`config.mk`:
```
export PLATFORM = sky130hd
export DESIGN_NAME = counter_sequencer_flat
export DESIGN_NICKNAME = d
export VERILOG_FILES = /design/src/rtl/counter_sequencer_pkg.sv /design/src/rtl/counter_sequencer_if.sv /design/src/rtl/counter_sequencer_dwell_timer.sv /design/src/rtl/counter_sequencer.sv /design/src/flat_wrapper.sv
export SDC_FILE = /design/constraint.sdc
export NUM_CORES = 1
export LEC_CHECK = 0
export ABC_AREA = 1
export CORE_UTILIZATION = 45
export CTS_CLUSTER_SIZE = 14
export DETAILED_ROUTE_END_ITERATION = 10
export DONT_BUFFER_PORTS = 1
export GPL_TIMING_DRIVEN = 0
export PLACE_DENSITY_LB_ADDON = 0.25
export SLEW_MARGIN = 20
export SYNTH_ARGS = -nofsm -noshare
export SYNTH_HDL_FRONTEND = slang
export SYNTH_SLANG_ARGS = --single-unit
```
`constraint.sdc`:
```
create_clock -name clk -period 3.1 [get_ports clk]
set_input_delay 0.465 -clock clk [delete_from_list [all_inputs] [get_ports clk]]
set_output_delay 0.465 -clock clk [all_outputs]
set_load 0.005 [all_outputs]
```
`src/rtl/counter_sequencer_pkg.sv`:
```
// Shared phase encoding and default widths for the counter sweep sequencer.
// Latency: none (types and constants only).
// Backpressure: not applicable.
package counter_seq_pkg;

   localparam int WIDTH   = 8;
   localparam int DWELL_W = 8;
   localparam int REP_W   = 8;

   // Encodings are visible to the host through the phase output; keep them stable.
   typedef enum logic [2:0] {
      PH_IDLE     = 3'd0,
      PH_SEEK     = 3'd1,
      PH_UP       = 3'd2,
      PH_DWELL_HI = 3'd3,
      PH_DOWN     = 3'd4,
      PH_DWELL_LO = 3'd5
   } phase_t;

endpackage

```
`src/rtl/counter_sequencer_if.sv`:
```
// Host control, counter hookup and status bundle for the sweep sequencer.
// Latency: none (wiring only).
// Backpressure: none; start is a level sampled only while idle.
interface counter_sequencer_if #(
   parameter int WIDTH   = counter_seq_pkg::WIDTH,
   parameter int DWELL_W = counter_seq_pkg::DWELL_W,
   parameter int REP_W   = counter_seq_pkg::REP_W
);
   logic               start;
   logic               abort;
   logic [WIDTH-1:0]   cfg_lo;
   logic [WIDTH-1:0]   cfg_hi;
   logic [DWELL_W-1:0] cfg_dwell;
   logic [REP_W-1:0]   cfg_reps;
   logic [WIDTH-1:0]   count_in;
   logic               cnt_enable;
   logic               cnt_up_down;
   logic               busy;
   logic               done;
   logic               err;
   logic [2:0]         phase;
   logic [REP_W-1:0]   reps_left;

   // Host / environment side: drives requests, config and the observed count.
   modport master (
      output start, abort, cfg_lo, cfg_hi, cfg_dwell, cfg_reps, count_in,
      input  cnt_enable, cnt_up_down, busy, done, err, phase, reps_left
   );

   // Sequencer side.
   modport slave (
      input  start, abort, cfg_lo, cfg_hi, cfg_dwell, cfg_reps, count_in,
      output cnt_enable, cnt_up_down, busy, done, err, phase, reps_left
   );
endinterface

```
`src/rtl/counter_sequencer_dwell_timer.sv`:
```
// Loadable down-counter timing the hold at either sweep endpoint.
// Latency: expire rises load_val cycles after the load edge (same cycle if 0).
// Backpressure: none; a load always restarts the count.
module seq_dwell_timer #(
   parameter int DWELL_W = counter_seq_pkg::DWELL_W
) (
   input  logic               clk,
   input  logic               rst,
   input  logic               load,
   input  logic [DWELL_W-1:0] load_val,
   output logic               expire
);
   logic [DWELL_W-1:0] remain;

   // Count down to zero after each load and park there.
   always_ff @(posedge clk or posedge rst) begin
      if (rst)
         remain <= '0;
      else if (load)
         remain <= load_val;
      else if (remain != '0)
         remain <= remain - DWELL_W'(1);
   end

   // A load in flight masks a stale zero from the previous hold.
   assign expire = (remain == '0) && !load;
endmodule

```
`src/rtl/counter_sequencer.sv`:
```
// Drives an external up/down counter through seek + repeated lo->hi->lo sweeps.
// Latency: outputs registered; abort and start take effect at the next edge.
// Backpressure: start ignored while busy; abort always wins over start.
module counter_sequencer #(
   parameter int WIDTH   = counter_seq_pkg::WIDTH,
   parameter int DWELL_W = counter_seq_pkg::DWELL_W,
   parameter int REP_W   = counter_seq_pkg::REP_W
) (
   input  logic           clk,
   input  logic           rst,
   counter_sequencer_if.slave bus
);
   import counter_seq_pkg::*;

   phase_t             state_q, state_d;
   logic               en_q, en_d;
   logic               ud_q, ud_d;
   logic               done_q, done_d;
   logic               err_q, err_d;
   logic [REP_W-1:0]   reps_q, reps_d;
   logic [WIDTH-1:0]   lo_q, lo_d;
   logic [WIDTH-1:0]   hi_q, hi_d;
   logic [DWELL_W-1:0] dwell_q, dwell_d;

   logic               tmr_load;
   logic [DWELL_W-1:0] tmr_val;
   logic               tmr_expire;

   // Endpoints are compared one step early because the counter output is
   // registered: seeing lo-1 / hi-1 with enable high means the step now
   // landing is the last one. Relational compares cap any overshoot at one
   // step if the count is disturbed. hi > lo guarantees none of these wrap
   // in the direction where they are used.
   logic [WIDTH-1:0] lo_m1, lo_p1, hi_m1;
   assign lo_m1 = lo_q - WIDTH'(1);
   assign lo_p1 = lo_q + WIDTH'(1);
   assign hi_m1 = hi_q - WIDTH'(1);

   seq_dwell_timer #(.DWELL_W(DWELL_W)) u_dwell (
      .clk      (clk),
      .rst      (rst),
      .load     (tmr_load),
      .load_val (tmr_val),
      .expire   (tmr_expire)
   );

   // State and registered outputs.
   always_ff @(posedge clk or posedge rst) begin
      if (rst) begin
         state_q <= PH_IDLE;
         en_q    <= 1'b0;
         ud_q    <= 1'b1;
         done_q  <= 1'b0;
         err_q   <= 1'b0;
         reps_q  <= '0;
         lo_q    <= '0;
         hi_q    <= '0;
         dwell_q <= '0;
      end else begin
         state_q <= state_d;
         en_q    <= en_d;
         ud_q    <= ud_d;
         done_q  <= done_d;
         err_q   <= err_d;
         reps_q  <= reps_d;
         lo_q    <= lo_d;
         hi_q    <= hi_d;
         dwell_q <= dwell_d;
      end
   end

   // Next-state and next-output logic; pulses default low every cycle.
   always_comb begin
      state_d  = state_q;
      en_d     = en_q;
      ud_d     = ud_q;
      done_d   = 1'b0;
      err_d    = 1'b0;
      reps_d   = reps_q;
      lo_d     = lo_q;
      hi_d     = hi_q;
      dwell_d  = dwell_q;
      tmr_load = 1'b0;
      tmr_val  = dwell_q;

      if (state_q != PH_IDLE && bus.abort) begin
         state_d = PH_IDLE;
         en_d    = 1'b0;
         reps_d  = '0;
      end else begin
         case (state_q)
            PH_IDLE: begin
               if (bus.start && !bus.abort) begin
                  if (bus.cfg_hi <= bus.cfg_lo || bus.cfg_reps == '0) begin
                     err_d = 1'b1;
                  end else begin
                     lo_d    = bus.cfg_lo;
                     hi_d    = bus.cfg_hi;
                     dwell_d = bus.cfg_dwell;
                     reps_d  = bus.cfg_reps;
                     if (bus.count_in != bus.cfg_lo) begin
                        state_d = PH_SEEK;
                        en_d    = 1'b1;
                        ud_d    = (bus.count_in < bus.cfg_lo);
                     end else begin
                        // Already at the floor: go straight to the low hold.
                        state_d  = PH_DWELL_LO;
                        tmr_load = 1'b1;
                        tmr_val  = bus.cfg_dwell;
                     end
                  end
               end
            end
            PH_SEEK: begin
               if (en_q && ((ud_q && bus.count_in >= lo_m1) ||
                            (!ud_q && bus.count_in <= lo_p1))) begin
                  en_d     = 1'b0;
                  state_d  = PH_DWELL_LO;
                  tmr_load = 1'b1;
               end
            end
            PH_UP: begin
               if (en_q && bus.count_in >= hi_m1) begin
                  en_d     = 1'b0;
                  state_d  = PH_DWELL_HI;
                  tmr_load = 1'b1;
               end
            end
            PH_DWELL_HI: begin
               if (tmr_expire) begin
                  en_d    = 1'b1;
                  ud_d    = 1'b0;
                  state_d = PH_DOWN;
               end
            end
            PH_DOWN: begin
               if (en_q && bus.count_in <= lo_p1) begin
                  en_d   = 1'b0;
                  reps_d = reps_q - REP_W'(1);
                  if (reps_q == REP_W'(1)) begin
                     state_d = PH_IDLE;
                     done_d  = 1'b1;
                  end else begin
                     state_d  = PH_DWELL_LO;
                     tmr_load = 1'b1;
                  end
               end
            end
            PH_DWELL_LO: begin
               if (tmr_expire) begin
                  en_d    = 1'b1;
                  ud_d    = 1'b1;
                  state_d = PH_UP;
               end
            end
            default: begin
               state_d = PH_IDLE;
               en_d    = 1'b0;
            end
         endcase
      end
   end

   assign bus.cnt_enable  = en_q;
   assign bus.cnt_up_down = ud_q;
   assign bus.busy        = (state_q != PH_IDLE);
   assign bus.done        = done_q;
   assign bus.err         = err_q;
   assign bus.phase       = state_q;
   assign bus.reps_left   = reps_q;
endmodule

```
`src/flat_wrapper.sv`:
```
// flat-port wrapper written by rule: the top's interface ports become plain ports
module counter_sequencer_flat import counter_seq_pkg::*;
#(
   parameter int WIDTH   = counter_seq_pkg::WIDTH,
   parameter int DWELL_W = counter_seq_pkg::DWELL_W,
   parameter int REP_W   = counter_seq_pkg::REP_W
)
  (clk, rst, bus_start, bus_abort, bus_cfg_lo, bus_cfg_hi, bus_cfg_dwell, bus_cfg_reps, bus_count_in, bus_cnt_enable, bus_cnt_up_down, bus_busy, bus_done, bus_err, bus_phase, bus_reps_left);
  counter_sequencer_if #(.WIDTH(WIDTH), .DWELL_W(DWELL_W), .REP_W(REP_W)) bus_i ();
  input  logic clk;
  input  logic rst;
  input wire logic [$bits(bus_i.start)-1:0] bus_start;
  input wire logic [$bits(bus_i.abort)-1:0] bus_abort;
  input wire logic [$bits(bus_i.cfg_lo)-1:0] bus_cfg_lo;
  input wire logic [$bits(bus_i.cfg_hi)-1:0] bus_cfg_hi;
  input wire logic [$bits(bus_i.cfg_dwell)-1:0] bus_cfg_dwell;
  input wire logic [$bits(bus_i.cfg_reps)-1:0] bus_cfg_reps;
  input wire logic [$bits(bus_i.count_in)-1:0] bus_count_in;
  output wire logic [$bits(bus_i.cnt_enable)-1:0] bus_cnt_enable;
  output wire logic [$bits(bus_i.cnt_up_down)-1:0] bus_cnt_up_down;
  output wire logic [$bits(bus_i.busy)-1:0] bus_busy;
  output wire logic [$bits(bus_i.done)-1:0] bus_done;
  output wire logic [$bits(bus_i.err)-1:0] bus_err;
  output wire logic [$bits(bus_i.phase)-1:0] bus_phase;
  output wire logic [$bits(bus_i.reps_left)-1:0] bus_reps_left;
  assign bus_i.start = bus_start;
  assign bus_i.abort = bus_abort;
  assign bus_i.cfg_lo = bus_cfg_lo;
  assign bus_i.cfg_hi = bus_cfg_hi;
  assign bus_i.cfg_dwell = bus_cfg_dwell;
  assign bus_i.cfg_reps = bus_cfg_reps;
  assign bus_i.count_in = bus_count_in;
  assign bus_cnt_enable = bus_i.cnt_enable;
  assign bus_cnt_up_down = bus_i.cnt_up_down;
  assign bus_busy = bus_i.busy;
  assign bus_done = bus_i.done;
  assign bus_err = bus_i.err;
  assign bus_phase = bus_i.phase;
  assign bus_reps_left = bus_i.reps_left;
  counter_sequencer #(.WIDTH(WIDTH), .DWELL_W(DWELL_W), .REP_W(REP_W)) u_core (.clk(clk), .rst(rst), .bus(bus_i));
endmodule
```
# --- Word level (Yosys, flattened, before mapping) ---
# Index checks and enable logic that the tools add are counted.
totals:
  inputBits: 44
  mem_bits_rw: 0
  rom_bits: 0
  latchBits: 0
  out_inout_bits: 16
  reg_bits: 47
  memories: 0
  word_cells: 124
classes:
  reduce_logical: 27
  n_lt_le_gt_ge: 5
  shifts: 0
  bitwise: 2
  n_div: 0
  n_eq_ne: 21
  n_mux: 54
  add_sub_neg: 5
  n_mul: 0
op_table:
  columns: ["cell", "n"]
  rows:
  - ["two-way mux 8 bit", 11]
  - ["subtractor 8 x 1 -> 8 bit, second input constant", 4]
  - ["two-way mux 3 bit", 10]
  - ["two-way mux 1 bit", 28]
  - ["inequality test 3 x 1 -> 1 bit, second input constant", 8]
  - ["AND reduction 7 bit", 3]
  - ["one-hot mux 3 bit (6 select lines)", 1]
  - [">= comparator 8 bit", 2]
  - ["less-or-equal comparator 8 bit", 2]
  - ["logical NOT 8 bit", 2]
  - ["one-hot mux 8 bit (2 select lines)", 1]
  - ["nonzero test 3 bit", 3]
  - ["adder 8 x 1 -> 8 bit, second input constant", 1]
  - ["== test 8 x 1 -> 1 bit, second input constant", 1]
  - ["logical AND 1 bit", 8]
  - ["less-than comparator 8 bit", 1]
  - ["inequality test 2 x 1 -> 1 bit, second input constant", 4]
  - ["inequality test 8 bit", 1]
  - ["AND reduction 4 bit", 2]
  - ["nonzero test 8 bit", 1]
  - ["== test 3 x 2 -> 1 bit, second input constant", 2]
  - ["== test 3 bit, second input constant", 2]
  - ["one-hot mux 1 bit (5 select lines)", 1]
  - ["one-hot mux 1 bit (4 select lines)", 1]
  - ["10 further kinds", 14]

# --- Logic depth before layout (Yosys ltp) ---
# Gate-level depths: netlist of the first run.
depth:
  depth_word: 13
  depth_mapped: 23

# --- Cells and area by module ---
# Synthesis of the first run repeated with hierarchy kept, for this count alone.
hier_totals:
  hier_cells: 550
  hier_area_um2: 4000.1
by_module_without_submodules:
  columns: ["module", "instances", "seq_area_each_um2", "cells_each", "area_per_inst_um2"]
  rows:
  - ["counter_sequencer", 1, 977.2, 465, 3394.5]
  - ["seq_dwell_timer", 1, 200.2, 85, 605.6]

# --- Worst setup path before layout of the first run ---
# OpenSTA, ideal clock, no wires.
synth_timing:
  path_type: "register to register"
  from: "register u_core.lo_q[2]"
  to: "register u_core.reps_q[0], in the netlist u_core.bus.reps_left[0]"
  t_required_ns: 3.017
  path_buffers: 2
  period_less_slack_ns: 2.740
  path_stages_with_launch: 19
  arrival_ns: 2.657
  setup_slack_ns: 0.360
  path_cell_list: "dfrtp_1 -> clkbuf_1 -> inv_1 -> nor4_1 -> nand3_1 -> xor2_1 -> inv_1 -> ha_1 -> a21o_1 -> nor2_1 -> nand2_1 -> nand2_1 -> nand2_1 -> nand3_1 -> nand2_1 -> a21oi_2 -> buf_4 -> o2111ai_1 -> o21ai_0"
synth_via:
  elab_chain_cells: 5
synth_lines:
  columns: ["item", "line", "text"]
  rows:
  - ["from (decl)", "counter_sequencer.sv:21", "logic [WIDTH-1:0] lo_q, lo_d;"]
  - ["from (signal assigned)", "counter_sequencer.sv:66", "lo_q <= lo_d;"]
  - ["adder 8 x 1 -> 8 bit", "counter_sequencer.sv:36", "assign lo_p1 = lo_q + WIDTH'(1);"]
  - ["less-or-equal comparator 8 bit", "counter_sequencer.sv:137", "if (en_q && bus.count_in <= lo_p1) begin"]
  - ["logical AND 1 bit", "counter_sequencer.sv:137", null]
  - ["inequality test 3 x 1 -> 1 bit (no source line)", null, null]
  - ["AND reduction 4 bit (no source line)", null, null]
  - ["to (signal assigned)", "counter_sequencer.sv:65", "reps_q <= reps_d;"]
  - ["to (decl)", "counter_sequencer.sv:20", "logic [REP_W-1:0] reps_q, reps_d;"]
# Every way passes these cells.
# A chain may end at the register's enable or synchronous reset.

# --- Worst setup path in the final report of the first run ---
layout_timing:
  from: "register u_core.lo_q[1]"
  to: "register u_core.reps_q[0], in the netlist u_core.bus.reps_left[0]"
# The elaborated chain is that of the path after synthesis.

==> key figures, run 1 <==
Outcome
  – Status: finished clean

Place
  – Setup WS pre-CTS: -0.246 ns
  – Placer Congestion: 0.862
  – Post-DP Area: 4020 µm²
  – PortBufs: 0
  – HPWL after DPL: slightly above 7000 µm

Clocking
  – CTS tree: done
  – Clock transition at path regs: 0.09 ns
  – Worst skew pair latency: a little over 0.3 ns
  – Longest Clk Path Bufs: 2
  – Post-CTS Hold Buffers: 0
  – CTS Sinks: 47
  – H-tree depth: 2
  – CTS buffer count: 5
  – CTS root buf: clkbuf_8

Routing
  – Routed Antenna Nets: 0
  – DRC: 0
  – Routed via count: 3,322
  – Top Metal Used: met4
  – Wire per inst: 14.1 µm
  – M1 wire length: between 4000 and 5000 µm
  – Metal3 WL: 480 µm
  – Wire length on met2: 4050 µm
  – Vias/cell: ~5.3
  – DR pass1 iterations: 5
  – DR iter-0 viols: 69
  – Detailed Route WL: about 8900 µm

Power and ir drop
  – Static leakage: 2.10 nW
  – Peak VDD IR: 0.423 mV
  – Tot Pwr: 3.88 mW
  – Pwr per Cell Area: 928 nW/µm²

Yosys
  – Yosys top cell by area: dfrtp_1
  – Syn Std Cell Area: 3860 µm²
  – Synthesized area per cell: 7.56 µm²
  – Post-synth ARST share: 1.00
  – Syn Nets: 600
  – Post-Synthesis Cells: 511
  – Synth top area share: 0.298
  – Top-count cell post-synth: nand2_1
  – Seq/Total Area, Yosys: 0.305
  – Synth top area cells: dfrtp_1, ha_1, nand2_1
  – Cell variety after synth: 42
  – Post-synth EDFFs: 0
  – Commonest cells in the netlist: nand2_1, inv_1, dfrtp_1, ha_1, nor2_1
  – Post-synth top flop: dfrtp_1
  – Synthesis-stage register bit count: 47
  – Synth warn: 0

Die
  – Starting Density: 0.468
  – Row cnt: 33
  – Die Ht: 94.7 µm
  – Boundary pin count: 60
  – Core Footprint: 8260 µm²
  – Chip Width: 94.7 µm
  – Full die area: 8960 µm²

GRT
  – Overflow after GRT: 0
  – Number of global-route vias before repair: 3,232
  – Initial antenna violation count: 0
  – First-pass GRT wire length: 14,700 µm
  – Largest net degree at the start of global routing: 33
  – Gr usage total: 0.212

Timing
  – Hold Slack: 0.00325 ns
  – Period utilisation layout: 0.919
  – Clk_skew: 0.00691 ns
  – Achievable Freq: roughly 350 MHz
  – Post-layout minimum cycle time: 2.85 ns
  – Final Hold Fails: 0
  – Slew Viols, Final: 0
  – Worst-Margin Slew: 0.515 ns
  – Slew headroom: 0.657
  – Final setup fails: 0
  – Post-route setup slack: 0.250 ns

Hold path
  – Hold Crit Class: in2async

Cells and area
  – Nets: approximately 600
  – Fill cells: approximately 810
  – Share of layout cells above drive strength 1: 0.117
  – Inserted Diodes: 0
  – Area grow syn2layout: 8.19%
  – Util after Layout: 0.506
  – Final instance area: roughly 4200 µm²

Flow run
  – Max Cap Violations: 0

Setup path
  – Worst Reg2Reg Path Length in Cells: 17
  – Required time of the critical path: 3.33 ns
  – Crit path kind: reg2reg
  – Crit start category: flop
  – Crit-path max FO: 10
  – Critical Path End Type: flop
  – Arrival @ worst endpoint: 3.08 ns
-- layout make-up --
class	count	area, µm²	area share
clock inverters	3	43.8	0.0105
well taps	105	131	0.0314
clock buffers	5	68.8	0.0165
inverters	81	314	0.0751
repair buffers	4	42.5	0.0102
flip-flops and latches	47	1180	0.282
multi-input cells	373	2340	0.560
plain buffers	9	58.8	0.0141
-- critical path, stage by stage, from the launching register on --
cell	delay [ns]
dfrtp_1	0.39
inv_1	0.11
nor4_4	0.30
nand3_1	0.13
xor2_1	0.17
inv_1	0.06
ha_1	0.29
nand2_1	0.08
nor2_2	0.13
nand4_1	0.16
nand2_2	0.13
nand2_1	0.09
nand3_1	0.08
nand2_1	0.10
a21oi_4	0.19
buf_6	0.16
o2111ai_1	0.10
o21ai_0	0.09
-- logic make-up (layout without fill, tap and decap cells) --
group | count (synthesis) | after routing | synth area share
adders and majority gates | 45 | 45 | 0.146
DFF | 47 | 47 | 0.305
xor gates and xnor gates | 27 | 27 | 0.0612
AOI/OAI and AO/OA | 82 | 82 | 0.122
and+or+nand+nor | 212 | 212 | 0.250
buffers and inverters | 91 | 102 | 0.0965
muxes | 7 | 7 | 0.0204
-- layer usage --
metal / up-vias / GRT usage
met5: - / 0
met4: 0 / 0.0694
met3: 13 / 0.0539
met2: 79 / 0.351
met1: 1547 / 0.270
li1: 1683 / -
-- final timing paths --
| kind | start | end | slack (ns) |
|---|---|---|---|
| worst max-delay path | u_core.lo_q[1] | u_core.bus.reps_left[0] | 0.25 |
| worst min-delay path | rst | u_core.bus.reps_left[0] | 0.003 |
| worst max register to register | u_core.lo_q[1] | u_core.bus.reps_left[0] | 0.25 |
| worst min register to register | u_core.dwell_q[6] | u_core.dwell_q[6] | 0.50 |
| max in group asynchronous | rst | u_core.bus.cnt_up_down | 2.54 |
| min in group clk | bus_cfg_dwell[7] | u_core.dwell_q[7] | 0.30 |
-- per-stage QoR --
stage | std cells | setup TNS (ns)
3_5_place_dp | 617 | -1.72
2_1_floorplan | 511 | 0
3_3_place_gp | 616 | -1.35
5_1_grt | 627 | -0.225
4_1_cts | 624 | 0
6_report | 627 | 0
-- report_power, final --
group          switching [mW]  internal, mW  leakage, nW
sequential              0.300         0.913        0.574
combinational            1.26         0.940         1.47
clock                   0.227         0.241       0.0581
total                    1.79          2.09         2.10
-- cell usage in the layout, fill, tap and decap left out, types with 3 or more instances in the layout --
cell type  synthesis  final
o21ai_0           32     32
nand4_1            5      5
nand3_1           23     23
inv_2              4      6
a21oi_1           20     20
clkbuf_8           0      5
dfrtp_1           46     44
nor2_2             4      5
o2111ai_1          7      7
inv_1             73     71
nand2_1          108    107
buf_6              2      3
mux2_2             7      7
nor3_1            10     10
buf_4              1      3
clkbuf_1           5      4
or3_1              3      3
or2_2              4      4
o21ai_1           11     11
nor2_1            39     38
nand2_2            3      4
ha_1              45     45
xnor2_1           13     13
o21a_1             4      4
xor2_1            14     14
-- registers in the layout, indices dropped and copies added, names as in the netlist, 3 cells and up --
signal / cells
u_core.bus.reps_left: 8
u_core.dwell_q: 8
u_core.lo_q: 8
u_core.u_dwell.remain: 8
u_core.bus.phase: 3
u_core.hi_q: 8
-- timing repair --
| action | CTS | global route |
|---|---|---|
| pin swaps | 0 | 1 |
| endpoints found under the setup margin | 18 | 18 |
| setup buffers | 0 | 3 |
| gates resized for setup | 2 | 7 |
(Power assumes the default switching activity.)
==> inputs of run 2 (changes only) <==
Settings changed: CAP_MARGIN set to 10.
==> results of run 2 <==
The final DEF is identical to that of run 1; final timing and power are the same.
